<file path="src/rtl/pixel_depth_writer_pkg.sv">
// Shared types for the pixel write path: pixel formats, depth limits and writer states.
// Imported by the writer, its address generator and the pixel/framebuffer interface.
package pixel_depth_writer_pkg;

    localparam int COLOR_W = 8;
    localparam int DEPTH_W = 16;
    localparam int COORD_W = 10;

    localparam logic [DEPTH_W-1:0] MAX_DEPTH = '1;

    typedef struct packed {
        logic [COLOR_W-1:0] red;
        logic [COLOR_W-1:0] green;
        logic [COLOR_W-1:0] blue;
        logic [DEPTH_W-1:0] depth;
    } pixel_t;

    typedef struct packed {
        logic [COORD_W-1:0] x;
        logic [COORD_W-1:0] y;
        pixel_t             pixel;
    } pixel_info_t;

    typedef enum logic [2:0] {
        ST_IDLE,
        ST_RD,
        ST_CMP,
        ST_WR,
        ST_CLR
    } writer_state_t;

    // Background fill used by the clear sweep: farthest possible depth so any fragment wins.
    function automatic pixel_t clear_pixel(input logic [COLOR_W-1:0] bg);
        pixel_t p;
        p.red   = bg;
        p.green = bg;
        p.blue  = bg;
        p.depth = MAX_DEPTH;
        return p;
    endfunction

endpackage

</file>
<file path="src/rtl/pixel_depth_writer_if.sv">
// Pixel write handshake plus single-port framebuffer bus.
// The slave modport is the depth writer; the master modport is the rasterizer/SRAM side.
interface pixel_depth_writer_if #(
    parameter int ADDR_W = 19
);
    import pixel_depth_writer_pkg::*;

    logic              data_write;
    pixel_info_t       data_in;
    logic              output_written;
    logic              clear_start;
    logic              clear_done;
    logic [ADDR_W-1:0] fb_addr;
    logic              fb_read;
    pixel_t            fb_rdata;
    logic              fb_write;
    pixel_t            fb_wdata;

    modport master (
        output data_write, data_in, clear_start, fb_rdata,
        input  output_written, clear_done, fb_addr, fb_read, fb_write, fb_wdata
    );

    modport slave (
        input  data_write, data_in, clear_start, fb_rdata,
        output output_written, clear_done, fb_addr, fb_read, fb_write, fb_wdata
    );

endinterface

</file>
<file path="src/rtl/pixel_depth_writer_addr_gen.sv">
// Linear framebuffer address y*WIDTH + x: combinational result plus a copy registered on load.
// Kept standalone so the display scanout can reuse it.
module fb_addr_gen
    import pixel_depth_writer_pkg::*;
#(
    parameter int WIDTH  = 640,
    parameter int ADDR_W = 19
) (
    input  logic               clock,
    input  logic               reset,
    input  logic               load_i,
    input  logic [COORD_W-1:0] x_i,
    input  logic [COORD_W-1:0] y_i,
    output logic [ADDR_W-1:0]  addr_o,
    output logic [ADDR_W-1:0]  addr_reg_o
);

    logic [ADDR_W-1:0] addr_q;

    always_comb begin
        addr_o = ADDR_W'(y_i) * ADDR_W'(WIDTH) + ADDR_W'(x_i);
    end

    // NOTE: sequential state uses non-blocking assignments so every flop samples pre-edge values.
    always_ff @(posedge clock or posedge reset) begin
        if (reset) begin
            addr_q <= '0;
        end else if (load_i) begin
            addr_q <= addr_o;
        end
    end

    assign addr_reg_o = addr_q;

endmodule

</file>
<file path="src/rtl/pixel_depth_writer.sv">
// Depth-tested pixel writer in front of a single-port framebuffer SRAM, with a full-frame clear.
// Every output is a flop loaded from the next-state decode, so strobes line up with the state.
module pixel_depth_writer
    import pixel_depth_writer_pkg::*;
#(
    parameter int                 WIDTH    = 640,
    parameter int                 HEIGHT   = 480,
    parameter int                 ADDR_W   = 19,
    parameter logic [COLOR_W-1:0] BG_COLOR = '0
) (
    input  logic                 clock,
    input  logic                 reset,
    pixel_depth_writer_if.slave  bus
);

    localparam logic [ADDR_W-1:0] LAST_ADDR = ADDR_W'(WIDTH * HEIGHT - 1);

    writer_state_t     state_q, state_d;
    logic              pending_q, pending_d;
    pixel_t            pix_q, pix_d;
    logic [ADDR_W-1:0] clr_cnt_q, clr_cnt_d;
    logic              ready_q, ready_d;
    logic              done_q, done_d;
    logic              rd_q, rd_d;
    logic              wr_q, wr_d;
    logic [ADDR_W-1:0] addr_out_q, addr_out_d;
    pixel_t            wdata_q, wdata_d;

    logic              accept;
    logic              in_range;
    logic [ADDR_W-1:0] addr_comb;
    logic [ADDR_W-1:0] addr_reg;

    // A coincident clear request takes priority over the offered pixel.
    assign accept   = bus.data_write && ready_q && !bus.clear_start;
    assign in_range = (int'(bus.data_in.x) < WIDTH) && (int'(bus.data_in.y) < HEIGHT);

    fb_addr_gen #(
        .WIDTH  (WIDTH),
        .ADDR_W (ADDR_W)
    ) u_addr_gen (
        .clock      (clock),
        .reset      (reset),
        .load_i     (accept),
        .x_i        (bus.data_in.x),
        .y_i        (bus.data_in.y),
        .addr_o     (addr_comb),
        .addr_reg_o (addr_reg)
    );

    always_comb begin
        // NOTE: every variable gets a default first so no path through the case infers a latch.
        state_d    = state_q;
        pending_d  = pending_q;
        pix_d      = pix_q;
        clr_cnt_d  = clr_cnt_q;
        done_d     = 1'b0;
        addr_out_d = '0;
        wdata_d    = '0;

        if (bus.clear_start && (state_q inside {ST_RD, ST_CMP, ST_WR})) begin
            pending_d = 1'b1;
        end

        unique case (state_q)
            ST_IDLE: begin
                if (bus.clear_start || pending_q) begin
                    state_d   = ST_CLR;
                    pending_d = 1'b0;
                    clr_cnt_d = '0;
                end else if (accept) begin
                    pix_d = bus.data_in.pixel;
                    if (in_range) begin
                        state_d = ST_RD;
                    end
                end
            end
            ST_RD:  state_d = ST_CMP;
            ST_CMP: state_d = (pix_q.depth < bus.fb_rdata.depth) ? ST_WR : ST_IDLE;
            ST_WR:  state_d = ST_IDLE;
            ST_CLR: begin
                if (clr_cnt_q == LAST_ADDR) begin
                    state_d = ST_IDLE;
                    done_d  = 1'b1;
                end else begin
                    clr_cnt_d = clr_cnt_q + 1'b1;
                end
            end
            default: state_d = ST_IDLE;
        endcase

        rd_d    = (state_d == ST_RD);
        wr_d    = (state_d == ST_WR) || (state_d == ST_CLR);
        ready_d = (state_d == ST_IDLE) && !pending_d;

        // RD is only entered from IDLE, where the live address is the one being accepted.
        unique case (state_d)
            ST_RD:  addr_out_d = addr_comb;
            ST_WR: begin
                addr_out_d = addr_reg;
                wdata_d    = pix_q;
            end
            ST_CLR: begin
                addr_out_d = clr_cnt_d;
                wdata_d    = clear_pixel(BG_COLOR);
            end
            default: ;
        endcase
    end

    always_ff @(posedge clock or posedge reset) begin
        if (reset) begin
            state_q    <= ST_IDLE;
            pending_q  <= 1'b0;
            pix_q      <= '0;
            clr_cnt_q  <= '0;
            ready_q    <= 1'b1;
            done_q     <= 1'b0;
            rd_q       <= 1'b0;
            wr_q       <= 1'b0;
            addr_out_q <= '0;
            wdata_q    <= '0;
        end else begin
            state_q    <= state_d;
            pending_q  <= pending_d;
            pix_q      <= pix_d;
            clr_cnt_q  <= clr_cnt_d;
            ready_q    <= ready_d;
            done_q     <= done_d;
            rd_q       <= rd_d;
            wr_q       <= wr_d;
            addr_out_q <= addr_out_d;
            wdata_q    <= wdata_d;
        end
    end

    assign bus.output_written = ready_q;
    assign bus.clear_done     = done_q;
    assign bus.fb_read        = rd_q;
    assign bus.fb_write       = wr_q;
    assign bus.fb_addr        = addr_out_q;
    assign bus.fb_wdata       = wdata_q;

endmodule

</file>
<file path="src/flat_wrapper.sv">
// flat-port wrapper written by rule: the top's interface ports become plain ports
module pixel_depth_writer_flat import pixel_depth_writer_pkg::*;
#(
    parameter int                 WIDTH    = 640,
    parameter int                 HEIGHT   = 480,
    parameter int                 ADDR_W   = 19,
    parameter logic [COLOR_W-1:0] BG_COLOR = '0
)
  (clock, reset, bus_data_write, bus_data_in, bus_clear_start, bus_fb_rdata, bus_output_written, bus_clear_done, bus_fb_addr, bus_fb_read, bus_fb_write, bus_fb_wdata);
  pixel_depth_writer_if #(.ADDR_W(ADDR_W)) bus_i ();
  input  logic clock;
  input  logic reset;
  input wire logic [$bits(bus_i.data_write)-1:0] bus_data_write;
  input wire logic [$bits(bus_i.data_in)-1:0] bus_data_in;
  input wire logic [$bits(bus_i.clear_start)-1:0] bus_clear_start;
  input wire logic [$bits(bus_i.fb_rdata)-1:0] bus_fb_rdata;
  output wire logic [$bits(bus_i.output_written)-1:0] bus_output_written;
  output wire logic [$bits(bus_i.clear_done)-1:0] bus_clear_done;
  output wire logic [$bits(bus_i.fb_addr)-1:0] bus_fb_addr;
  output wire logic [$bits(bus_i.fb_read)-1:0] bus_fb_read;
  output wire logic [$bits(bus_i.fb_write)-1:0] bus_fb_write;
  output wire logic [$bits(bus_i.fb_wdata)-1:0] bus_fb_wdata;
  assign bus_i.data_write = bus_data_write;
  assign bus_i.data_in = bus_data_in;
  assign bus_i.clear_start = bus_clear_start;
  assign bus_i.fb_rdata = bus_fb_rdata;
  assign bus_output_written = bus_i.output_written;
  assign bus_clear_done = bus_i.clear_done;
  assign bus_fb_addr = bus_i.fb_addr;
  assign bus_fb_read = bus_i.fb_read;
  assign bus_fb_write = bus_i.fb_write;
  assign bus_fb_wdata = bus_i.fb_wdata;
  pixel_depth_writer #(.WIDTH(WIDTH), .HEIGHT(HEIGHT), .ADDR_W(ADDR_W), .BG_COLOR(BG_COLOR)) u_core (.clock(clock), .reset(reset), .bus(bus_i));
endmodule
</file>
<file path="config.mk">
export PLATFORM = sky130hd
export DESIGN_NAME = pixel_depth_writer_flat
export DESIGN_NICKNAME = d
export VERILOG_FILES = /design/src/rtl/pixel_depth_writer_pkg.sv /design/src/rtl/pixel_depth_writer_if.sv /design/src/rtl/pixel_depth_writer_addr_gen.sv /design/src/rtl/pixel_depth_writer.sv /design/src/flat_wrapper.sv
export SDC_FILE = /design/constraint.sdc
export NUM_CORES = 1
export LEC_CHECK = 0
export ABC_AREA = 1
export CORE_ASPECT_RATIO = 1.1
export CORE_MARGIN = 2
export CORE_UTILIZATION = 30
export CTS_CLUSTER_DIAMETER = 30
export DETAILED_ROUTE_END_ITERATION = 10
export GPL_ROUTABILITY_DRIVEN = 0
export PLACE_DENSITY_LB_ADDON = 0.25
export SKIP_CTS_REPAIR_TIMING = 1
export SLEW_MARGIN = 20
export SYNTH_ARGS = -nofsm -noshare
export SYNTH_HDL_FRONTEND = slang
export SYNTH_SLANG_ARGS = --single-unit
</file>
<file path="constraint.sdc">
create_clock -name clock -period 9.6 [get_ports clock]
set_clock_uncertainty 0.2 [all_clocks]
set_input_delay 1.92 -clock clock [delete_from_list [all_inputs] [get_ports clock]]
set_output_delay 1.92 -clock clock [all_outputs]
set_load 0.01 [all_outputs]
</file>
# After elaboration in Yosys (flattened, before gate mapping)
# Cells that the tools add are included.
word_totals:
  inputBits: 104
  elab_cells: 61
  register_bits: 145
  output_inout_bits: 63
classes:
  mul: 1
  n_addsub: 2
  n_eq_ne: 8
  n_mux: 16
  order_cmp: 3
  reduce_logical: 13
  bitwise: 1
op_table:
  columns: ["cell", "count"]
  rows:
  - ["one-hot mux 40 bit (2 select lines)", 1]
  - ["one-hot mux 19 bit (3 select lines)", 1]
  - ["two-way mux 19 bit", 2]
  - ["one-hot mux 19 bit (2 select lines)", 1]
  - ["adder 19 x 1 -> 19 bit (second input constant)", 1]
  - ["adder 19 x 10 -> 19 bit", 1]
  - ["== test 19 bit (second input constant)", 1]
  - ["less-than comparator 16 bit", 1]
  - ["multiplier 10 x 3 -> 12 bit (second input constant)", 1]
  - ["two-way mux 3 bit", 4]
  - ["one-hot mux 3 bit (4 select lines)", 1]
  - ["less-than comparator 10 bit (second input constant)", 1]
  - ["less-than comparator 10 x 9 -> 1 bit (second input constant)", 1]
  - ["== test 3 x 2 -> 1 bit (second input constant)", 3]
  - ["== test 3 x 1 -> 1 bit (second input constant)", 2]
  - ["== test 3 bit (second input constant)", 2]
  - ["logical NOT 3 bit", 2]
  - ["logical AND 1 bit", 5]
  - ["two-way mux 1 bit", 5]
  - ["AND reduction 3 bit", 1]
  - ["nonzero test 3 bit", 1]
  - ["logical NOT 1 bit", 2]
  - ["logical OR 1 bit", 2]
  - ["two-way mux 2 bit", 1]
  - ["inverter 1 bit", 1]

# Longest topological paths before layout
logic_depth:
  depth_word: 8
  mapped_depth: 15
  mapped_depth_nobuf: 15

# By module
# From an unflattened synthesis, not the netlist that was laid out.
hier_totals:
  cells_unflattened: 891
  area_unflattened_um2: 7505.9
modules_own_cells:
  columns: ["module", "area_each_um2", "cells_per_inst", "instances", "seq_area_each_um2"]
  rows:
  - ["pixel_depth_writer", 5823.1, 657, 1, 3154.3]
  - ["fb_addr_gen", 1682.9, 234, 1, 475.5]

# Least setup slack after synthesis
# No wires, ideal clock.
synth_timing:
  path_type: "input port to flip-flop"
  start: "input bus_data_in[41]"
  end: "register u_core.u_addr_gen.addr_q[18] (netlist: u_core.u_addr_gen.addr_reg_o[18])"
  path_stages: 14
  arrival_ns: 3.789
  t_required_ns: 9.282
  n_path_buf: 0
  setup_slack_ns: 5.493
  setup_ns: 0.118
  cell_sequence: "ha_1 ha_1 fa_1 nand2_1 nor2_1 nand2_1 nand2_1 nand2_1 nor2_2 nand2_1 nor2_2 nand4_1 nand3_1 nand2_1"
synth_via:
  elab_chain_cells: 2
synth_lines:
  columns: ["element", "line", "text"]
  rows:
  - ["start, declared", "flat_wrapper.sv:14", "input wire logic [$bits(bus_i.data_in)-1:0] bus_data_in;"]
  - ["multiplier 10 x 3 -> 12 bit", "pixel_depth_writer_addr_gen.sv:21", "addr_o = ADDR_W'(y_i) * ADDR_W'(WIDTH) + ADDR_W'(x_i);"]
  - ["adder 19 x 10 -> 19 bit", "pixel_depth_writer_addr_gen.sv:21", null]
  - ["end signal, assigned", "pixel_depth_writer_addr_gen.sv:29", "addr_q <= addr_o;"]
  - ["end, declared", "pixel_depth_writer_addr_gen.sv:18", "logic [ADDR_W-1:0] addr_q;"]
# No other way between the ends.
# A chain may end at the register's enable or synchronous reset.

# Worst setup path in the final report
layout_timing:
  start: "input bus_data_in[41]"
  end: "register u_core.addr_out_q[14] (netlist: u_core.bus.fb_addr[14])"
layout_via:
  elab_chain_cells: 8
  word_cells_on_any_way: 12
  classes_between: "add/sub (1); mul (1); order compare (1); eq/ne (3); mux (5); reduce/logical (1)"
layout_lines:
  columns: ["element", "line", "text"]
  rows:
  - ["parallel branches: the longest is 7 deep, another holds adder 19 x 10 -> 19 bit", null, null]
  - ["one-hot mux 19 bit (3 select lines) *", "pixel_depth_writer.sv:97", "unique case (state_d)"]
  - ["named net u_core.addr_out_d[14]", "pixel_depth_writer.sv:26", "logic [ADDR_W-1:0] addr_out_q, addr_out_d;"]
  - ["end signal, assigned", "pixel_depth_writer.sv:132", "addr_out_q <= addr_out_d;"]
  - ["end, declared", "pixel_depth_writer.sv:26", null]
# Mark *: on every way through the listed nets, which the timed path passes.

==> results_dict.tcl <==
set metrics [dict create \
    grt_antenna_before_repair 0 \
    grt_util_met1_pct 19.2 \
    fmaxAchievable_mhz 224 \
    async_flop_share_pct 100 \
    wire_per_inst_um 14.0 \
    cp.arrival_ns 4.54 \
    p_per_area_mw_per_mm2 206 \
    syn-num-nets 970 \
    syn_to_final_growth_pct 31.8 \
    cts_tree "yes" \
    yosysTopAreaCellShare_pct 50.6 \
    fin_util_pct 40.0 \
    endpoint_kind "flip-flop" \
    synth.ff_latch_count 145 \
    syn-cell-area_mm2 0.00712 \
    track_usage_pct 14.8 \
    grt_pass1_wl_um 28600 \
    fillCellCount 2416 \
    path_cells "clkdlybuf4s50_1 -> ha_1 -> ha_1 -> fa_1 -> nand2_1 -> nor2_1 -> nand2_1 -> nand2_1 -> nand2_1 -> nor2_2 -> xor2_1 -> nand2_1 -> o211ai_1" \
    cts.clk_slew.worst_paths_ns 0.07 \
    drc 0 \
    route.antenna.remaining_nets 0 \
    worst-path-buf-inv 1 \
    use_met2_pct 24.9 \
    cpPeakStageDelay_ns 0.51 \
    ff2ff_setup_slack_ns 6.97 \
    critPathLaunchType "primary input" \
    yosys.area.top_type "dfrtp_1" \
    wl_um 18000 \
    rsz0062_at_grt "no" \
    outcome "finished, final reports clean" \
    rows 59 \
    globalRouteMet3Util_pct 2.94 \
    vias 5762 \
    root_buffer "clkbuf_16" \
    start_util_pct 30.3 \
    period_minus_slack_ns 4.47 \
    crit_required_ns 9.67 \
    crit_family "adder cells" \
    grt_busiest_layer "met2" \
    setup_viol 0 \
    fp.dieH_um 166 \
    synth.area.top_cells "dfrtp_1, nand2_1, ha_1" \
    dieArea_mm2 0.0250 \
    dpl.hpwl_um 12800 \
    stdcell_count 1289 \
    timing.final.ws_setup_ns 5.13 \
    syn_avg_cell_area_um2 8.59 \
    first_global_vias 5563 \
    max-slew-margin-rel_pct 41.2 \
    cts_buffers 17 \
    yosysWarnings 0 \
    yosysSeqAreaShare_pct 51.0 \
    whs_ns 0.280 \
    drtPass1Iterations 4 \
    layout_commonest_cell "nand2_1" \
    clock_latency_ns 0.43 \
    synth_cell_types 41 \
    tns_ns 0 \
    synth-main-ff-cell "dfrtp_1" \
    core_area_mm2 0.0235 \
    drive_above_1_share_pct 8.44 \
    cts_sinks 145 \
    viasPerCell 4.47 \
    setup.worst_path.class "in2reg" \
    hold_class "reg2reg" \
    cp_slowest_cell "fa_1" \
    syn_inst 829 \
    finalMaxSlewViolations 0 \
    htree_levels 4 \
    p_leak_nw 4.60 \
    fin_crit_sh_pct 46.5 \
    io_buffers 142 \
    crit_fanout 3 \
    cap_viol_max_count 0 \
    worst_slew_pin_slew_ns 0.882 \
    io-pin-count 167 \
    final_nets 1111 \
    place_area_mm2 0.00882 \
    hold_violations 0 \
    vdd_drop_max_uv 117 \
    final_cell_area_mm2 0.00939 \
    clk_path_buf_depth 2 \
    crit_top_cell "nand2_1" \
    die_x_um 151 \
    total_power_mw 1.93 \
    layout_common_cells "nand2_1, dfrtp_1, clkdlybuf4s50_1" \
    first_iter_violations 274 \
    grt_max_degree 80 \
    place_inst 1256 \
    synth_edf_count 0 \
    place_ws_ns 4.45 \
    grt_overflow_total 0 \
]
-- worst reg2reg max path, cell delays in order (launching register included) --
cell	delay (ns)
dfrtp_1	0.46
nor2_2	0.15
inv_1	0.10
nor2_4	0.39
inv_1	0.22
o21ai_4	0.57
inv_4	0.26
nand2_1	0.14
nor3_2	0.06
-- kinds of logic (layout without fill, tap and decap cells) --
kind of cell | count (synthesis) | after routing | synth area share [%]
fa+ha+maj | 37 | 37 | 6.71
xor+xnor | 12 | 12 | 1.58
mux | 1 | 1 | 0.158
flops | 145 | 145 | 51.0
simple gates | 388 | 388 | 23.7
buf+inv | 136 | 290 | 7.91
compound gates | 110 | 110 | 8.96
other cells | 0 | 1 | 0
-- Yosys cell counts (2+ instances only) --
cell	number
xor2_1	9
o21ai_2	15
ha_1	35
nor3_1	8
nand3_1	51
o21ai_0	28
buf_6	2
xnor2_1	2
nor2_4	4
inv_1	108
a21oi_1	53
nor2_2	9
nand2_1	200
dfrtp_1	144
nor3_2	2
buf_4	2
nand3b_1	3
nand2_2	6
nand4_1	11
inv_2	3
buf_2	9
o211ai_1	3
o21a_1	3
o21ai_1	5
clkbuf_1	9
fa_1	2
nor2_1	89
-- cell type report --
class	count	area [µm²]	area share (%)
tap	305	382	4.07
clock inverter	14	134	1.43
inverter	113	432	4.60
clock buffer	18	429	4.57
sequential	145	3630	38.7
multi-input combinational	548	2930	31.3
timing repair buffer	145	1440	15.4
antenna	1	2.50	0.0267
-- path summary, 6_finish.rpt --
kind / startpoint / cells after the start / endpoint
min in group asynchronous: reset / 2 / u_core.bus.fb_addr[14]
hold reg to reg: u_core.u_addr_gen.addr_reg_o[8] / 2 / u_core.u_addr_gen.addr_reg_o[8]
setup reg to reg: u_core.state_q[0] / 8 / u_core.bus.output_written
setup / recovery: bus_data_in[41] / 13 / u_core.bus.fb_addr[14]
hold / removal: u_core.u_addr_gen.addr_reg_o[8] / 2 / u_core.u_addr_gen.addr_reg_o[8]
max in group asynchronous: reset / 3 / u_core.clr_cnt_q[12]
-- power by group --
part           internal [mW]  switching [mW]
sequential             0.736          0.0712
clock                  0.344           0.298
combinational          0.211           0.269
total                   1.29           0.638
-- registers in the layout, summed over array words and instances, names as in the netlist --
signal,flops
u_core.u_addr_gen.addr_reg_o,19
u_core.bus.fb_write,1
u_core.bus.output_written,1
u_core.state_q,3
u_core.bus.fb_addr,19
u_core.pix_q,40
u_core.pending_q,1
u_core.bus.clear_done,1
u_core.bus.fb_read,1
u_core.clr_cnt_q,19
u_core.bus.fb_wdata,40
-- per-layer routing --
layer,wire length [µm],share of wire [%]
met4,227,1.3
met3,742,4.1
met2,9070,50
met5,0,0
met1,7980,44
Note: power is estimated with default switching activity, not from simulation.
